### config.mk
export PLATFORM = sky130hd
export DESIGN_NAME = serpent_keysched_ctrl
export DESIGN_NICKNAME = d
export VERILOG_FILES = /design/src/rtl/serpent_keysched_ctrl.sv
export SDC_FILE = /design/constraint.sdc
export NUM_CORES = 1
export LEC_CHECK = 0
export CAP_MARGIN = 25
export CORE_UTILIZATION = 51
export DETAILED_ROUTE_END_ITERATION = 10
export PLACE_DENSITY = 0.88
export SLEW_MARGIN = 20
export SYNTH_ARGS = -nofsm -noshare
export SYNTH_HDL_FRONTEND = slang
export SYNTH_SLANG_ARGS = --single-unit
### constraint.sdc
create_clock -name clk -period 4.6 [get_ports clk]
set_clock_uncertainty 0.2 [all_clocks]
set_input_delay 1.15 -clock clk [delete_from_list [all_inputs] [get_ports clk]]
set_output_delay 1.15 -clock clk [all_outputs]
set_load 0.02 [all_outputs]
### src/rtl/serpent_keysched_ctrl.sv
// Serpent key-schedule sequencer: loads the padded key into the prekey store,
// steps 132 prekey generations and issues the 33 round-key RAM writes.
module serpent_keysched_ctrl #(
  parameter int NUM_PREKEYS = 132,
  parameter int NUM_RKEYS   = 33,
  parameter int IDX_W       = 8,
  parameter int ADDR_W      = 6
) (
  input  logic              clk,
  input  logic              rst,
  input  logic              i_start,
  output logic              o_ready,
  output logic              o_store_rst,
  output logic              o_gen_valid,
  output logic [IDX_W-1:0]  o_prekey_idx,
  output logic              o_rk_we,
  output logic [ADDR_W-1:0] o_rk_addr,
  output logic [2:0]        o_sbox_sel,
  output logic              o_busy,
  output logic              o_done,
  output logic              o_keys_valid
);

  typedef enum logic [1:0] {
    S_IDLE  = 2'd0,
    S_GEN   = 2'd1,
    S_DRAIN = 2'd2,
    S_DONE  = 2'd3
  } state_t;

  localparam logic [IDX_W-1:0] LAST_IDX  = IDX_W'(NUM_PREKEYS - 1);
  localparam logic [IDX_W-1:0] DRAIN_IDX = IDX_W'(NUM_RKEYS * 4);
  localparam logic [IDX_W-1:0] IDX_ONE   = IDX_W'(1);
  localparam logic [IDX_W-1:0] IDX_FOUR  = IDX_W'(4);

  state_t              r_state;
  state_t              w_state_nxt;
  logic [IDX_W-1:0]    r_idx;
  logic [IDX_W-1:0]    w_idx_nxt;
  logic                r_keys_valid;
  logic                w_keys_valid_nxt;
  logic [ADDR_W-1:0]   r_rk_addr_hold;
  logic [ADDR_W-1:0]   w_rk_addr_calc;

  always_ff @(posedge clk) begin
    if (rst) begin
      r_state        <= S_IDLE;
      r_idx          <= '0;
      r_keys_valid   <= 1'b0;
      r_rk_addr_hold <= '0;
    end else begin
      r_state      <= w_state_nxt;
      r_idx        <= w_idx_nxt;
      r_keys_valid <= w_keys_valid_nxt;
      // Address and S-box select keep showing the last write between pulses
      if (o_rk_we) begin
        r_rk_addr_hold <= w_rk_addr_calc;
      end else begin
        r_rk_addr_hold <= r_rk_addr_hold;
      end
    end
  end

  always_comb begin
    w_state_nxt      = r_state;
    w_idx_nxt        = r_idx;
    w_keys_valid_nxt = r_keys_valid;
    case (r_state)
      S_IDLE: begin
        if (i_start && o_ready) begin
          w_state_nxt      = S_GEN;
          w_idx_nxt        = '0;
          w_keys_valid_nxt = 1'b0;
        end else begin
          w_state_nxt = S_IDLE;
        end
      end
      S_GEN: begin
        if (r_idx == LAST_IDX) begin
          w_state_nxt = S_DRAIN;
          w_idx_nxt   = DRAIN_IDX;
        end else begin
          w_idx_nxt = r_idx + IDX_ONE;
        end
      end
      S_DRAIN: begin
        w_state_nxt = S_DONE;
      end
      S_DONE: begin
        w_state_nxt      = S_IDLE;
        w_keys_valid_nxt = 1'b1;
      end
      default: begin
        w_state_nxt = S_IDLE;
      end
    endcase
  end

  // Round key j is complete once prekey 4j+3 sits in the store, i.e. when idx = 4(j+1)
  assign w_rk_addr_calc = ADDR_W'((r_idx >> 2) - IDX_ONE);

  always_comb begin
    o_ready      = 1'b0;
    o_store_rst  = 1'b0;
    o_gen_valid  = 1'b0;
    o_busy       = 1'b0;
    o_done       = 1'b0;
    o_rk_we      = 1'b0;
    case (r_state)
      S_IDLE: begin
        o_ready     = 1'b1;
        o_store_rst = 1'b1;
      end
      S_GEN: begin
        o_gen_valid = 1'b1;
        o_busy      = 1'b1;
        o_rk_we     = (r_idx >= IDX_FOUR) && (r_idx[1:0] == 2'b00);
      end
      S_DRAIN: begin
        o_busy  = 1'b1;
        o_rk_we = (r_idx >= IDX_FOUR) && (r_idx[1:0] == 2'b00);
      end
      S_DONE: begin
        o_done      = 1'b1;
        o_store_rst = 1'b1;
      end
      default: begin
        o_store_rst = 1'b1;
      end
    endcase
    o_prekey_idx = r_idx;
    o_keys_valid = r_keys_valid;
    if (o_rk_we) begin
      o_rk_addr = w_rk_addr_calc;
    end else begin
      o_rk_addr = r_rk_addr_hold;
    end
    o_sbox_sel = 3'd3 - o_rk_addr[2:0];
  end

endmodule
==> flow_metrics.env <==
export IMPL_grt_setup_unrepaired="false"
export IMPL_internal_power_uw=282
export IMPL_ff_latch_area_sq_um=340
export IMPL_first_global_vias=771
export IMPL_report_final_slew_viol_count=0
export IMPL_number_of_failing_hold_endpoints_at_the_final_stage=0
export IMPL_power_total_uw=472
export IMPL_count_of_antenna_diodes_in_the_layout=0
export IMPL_floorplan_die_area_sq_mm=0.00219
export IMPL_cts_hold_fix_buffers=0
export IMPL_hpwl_um=1650
export IMPL_whs_ns=0.322
export IMPL_most_crowded_layer_after_global_routing="met2"
export IMPL_clkTransAtPathRegs_ns=0.10
export IMPL_tritoncts="done"
export IMPL_power_net_switching_uw=190
export IMPL_crit_fanout=15
export IMPL_final_setup_viol_count=0
export IMPL_synthesis_instances=115
export IMPL_yosys_register_bits=17
export IMPL_gp_congestion=0.819
export IMPL_slowest_delay_ns=0.66
export IMPL_insertion_delay_ns=0.29
export IMPL_grt_use_total_pct=22.8
export IMPL_maxCapViolCount=0
export IMPL_synth_largest_area_cell="sky130_fd_sc_hd__dfxtp_1"
export IMPL_groute_layer_met1_usage_pct=28.7
export IMPL_ios=27
export IMPL_dpl_worst_slack_ns=0.641
export IMPL_setup_worst_path_start_class="flop"
export IMPL_signed_area_change_from_the_synthesized_netlist_to_the_final_layout_pct=27.1
export IMPL_post_layout_nonfiller_instances=165
export IMPL_syn_num_nets=128
export IMPL_drive_gt1_share_pct=9.29
export IMPL_core_rowCount=15
export IMPL_clock_sink_count=17
export IMPL_fin_util_pct=72.1
export IMPL_finalNetCount=154
export IMPL_post_cts_setup_buffer_count=0
export IMPL_worstMarginPinSlew_ns=0.691
export IMPL_netlist_area_sq_mm=0.00102
export IMPL_cts_made_buffers=3
export IMPL_wirelength_um=2250
export IMPL_postCtsResizedCells=0
export IMPL_dr_total_vias=892
export IMPL_antenna_violating_nets_post_route=0
export IMPL_grt_ovfl_total=0
export IMPL_critical_path_required_ns=3.25
export IMPL_cts_htree_levels=1
export IMPL_routed_via_density=5.41
export IMPL_postSynthAreaPerCell_sq_um=8.89
export IMPL_critical_path_arrival_ns=2.97
export IMPL_synth_seq_area_share_pct=33.3
export IMPL_grt_util_met3_pct=4.62
export IMPL_finalWorstPathRequiredPeriod_ns=4.32
export IMPL_detail_route_drc_violations=0
export IMPL_gr_usage_met2_pct=40.0
export IMPL_min_period_over_period_pct=93.9
export IMPL_max_slew_margin_rel_pct=54.0
export IMPL_initial_core_util_pct=56.7
export IMPL_cpMaxStageDelayCell="sky130_fd_sc_hd__clkdlybuf4s50_1"
export IMPL_die_width_um=46.8
export IMPL_antenna_found_initial=0
export IMPL_initialDrtViolationCount=7
export IMPL_multiInputGateArea_sq_um=596
export IMPL_hp_class="reg -> reg"
export IMPL_cell_area_after_layout_sq_mm=0.00130
export IMPL_port_buffer_count=26
export IMPL_post_place_cells=161
export IMPL_cts_root_buffer_cell="sky130_fd_sc_hd__clkbuf_4"
export IMPL_pwr_share_comb_pct=45.6
export IMPL_p_clk_share_pct=17.6
export IMPL_status="finished clean"
export IMPL_post_synth_main_area_contributors="sky130_fd_sc_hd__dfxtp_1 (33%), sky130_fd_sc_hd__ha_1 (12%), sky130_fd_sc_hd__nor2_1 (6.2%), sky130_fd_sc_hd__a211oi_2 (4.9%), sky130_fd_sc_hd__inv_1 (4.4%)"
export IMPL_synthDistinctLibCells=32
export IMPL_worstPathCellList="inv_1, ha_1, nand2b_1, o311a_1, mux2i_2, clkdlybuf4s50_1"
export IMPL_dpl_cell_area_sq_mm=0.00127
export IMPL_die_y_um=46.8
export IMPL_wl_per_cell_um=13.6
export IMPL_grt_start_max_net_pins=16
export IMPL_filler_cell_count=146
export IMPL_path_class="reg -> out"
export IMPL_worst_slack_ns=0.279
export IMPL_static_leakage_power_nw=0.535
export IMPL_fmax_mhz=231
export IMPL_fp_coreArea_sq_mm=0.00180
export IMPL_firstDrtPassIters=4
export IMPL_irDropWorstVdd_mv=0.389
export IMPL_wire_length_of_the_first_global_routing_pass_um=3480
export IMPL_worst_setup_path_end_kind="output pin"
export IMPL_net_sw_share_pct=40.2
export IMPL_synthesis_yosys_warnings=0
export IMPL_totalNegativeSetupSlack_ns=0
export IMPL_maximum_buffer_depth_of_the_clock_tree=2
export IMPL_seq_power_share_pct=36.8
export IMPL_power_density_mw_per_mm2=364
export IMPL_yosys_area_top_type_share_pct=33.3
[logic make-up after synthesis]
family          share of synthesized area (%)
simple gates                             19.5
compound gates                           14.0
buf+inv                                  8.44
flops                                    33.3
fa+ha+maj                                12.2
xor+xnor                                 6.85
mux                                      5.75
[area by class of cell]
class | count | share of cell area, %
clock buffers | 4 | 2.02
inverters | 12 | 3.47
multi-input cells | 81 | 45.9
flip-flops and latches | 17 | 26.2
well taps | 25 | 2.41
repair buffers | 26 | 20.0
[critical path: cells and delay by family, from the launching register on]
| kind | cells | cell delay (ns) |
|---|---|---|
| buffers and inverters | 2 | 0.81 |
| AO/OA/AOI/OAI | 1 | 0.60 |
| flip-flops | 1 | 0.54 |
| multiplexers | 1 | 0.38 |
| adder cells (fa/ha/maj) | 1 | 0.27 |
| AND/OR/NAND/NOR | 1 | 0.08 |
[Yosys cell counts]
cell type	number
sky130_fd_sc_hd__buf_4	2
sky130_fd_sc_hd__a2111oi_0	1
sky130_fd_sc_hd__nand4_1	2
sky130_fd_sc_hd__o32ai_1	1
sky130_fd_sc_hd__buf_6	2
sky130_fd_sc_hd__ha_1	10
sky130_fd_sc_hd__mux2i_2	2
sky130_fd_sc_hd__and4_1	1
sky130_fd_sc_hd__or3_4	1
sky130_fd_sc_hd__o21ai_0	2
sky130_fd_sc_hd__a21o_1	1
sky130_fd_sc_hd__nor2_1	17
sky130_fd_sc_hd__nor2_2	1
sky130_fd_sc_hd__mux2i_1	2
sky130_fd_sc_hd__or2_2	1
sky130_fd_sc_hd__xnor2_1	4
sky130_fd_sc_hd__nand2_1	2
sky130_fd_sc_hd__inv_1	12
sky130_fd_sc_hd__buf_1	1
sky130_fd_sc_hd__a211oi_2	4
sky130_fd_sc_hd__a21oi_1	6
sky130_fd_sc_hd__dfxtp_1	17
sky130_fd_sc_hd__nand3_1	5
sky130_fd_sc_hd__nor3_1	4
sky130_fd_sc_hd__mux2_2	1
sky130_fd_sc_hd__xor2_1	4
sky130_fd_sc_hd__a311oi_1	1
sky130_fd_sc_hd__nor2b_1	1
sky130_fd_sc_hd__and3_1	1
sky130_fd_sc_hd__nand2b_1	4
sky130_fd_sc_hd__o311a_1	1
sky130_fd_sc_hd__a32oi_1	1
[sequential cells by signal, summed over array words and instances, names as in the netlist]
signal / count
o_prekey_idx: 8
r_rk_addr_hold: 6
r_state: 2
o_keys_valid: 1
[layer usage]
metal / up-vias / wire length [um]
met5: - / 0
met4: 0 / 7
met3: 2 / 72
met2: 24 / 1160
met1: 425 / 1010
li1: 441 / -
[worst paths after layout]
kind / start / to / slack, ns / depth (start not counted)
max: o_prekey_idx[2] / o_sbox_sel[0] / 0.28 / 6
min: o_keys_valid / o_keys_valid / 0.32 / 2
max reg2reg: o_prekey_idx[2] / r_rk_addr_hold[0] / 2.16 / 6
min reg2reg: o_keys_valid / o_keys_valid / 0.32 / 2
[power by group through the flow]
stage          clock network, mW  registers [mW]  logic, mW
2_1_floorplan                  0           0.180      0.125
3_3_place_gp                   0           0.176      0.205
3_5_place_dp                   0           0.176      0.213
4_1_cts                   0.0833           0.174      0.215
5_1_grt                   0.0886           0.176      0.230
6_report                  0.0829           0.174      0.215
[cell usage in the layout, fill, tap and decap left out, drive strengths merged, types with 4 or more instances in the layout]
cell	count
a211oi	4
a21oi	6
clkbuf	4
clkdlybuf4s50	26
dfxtp	17
ha	10
inv	12
mux2i	4
nand2b	4
nand3	5
nor2	18
nor3	4
xnor2	4
xor2	4
Power figures use the tool's default switching activity.
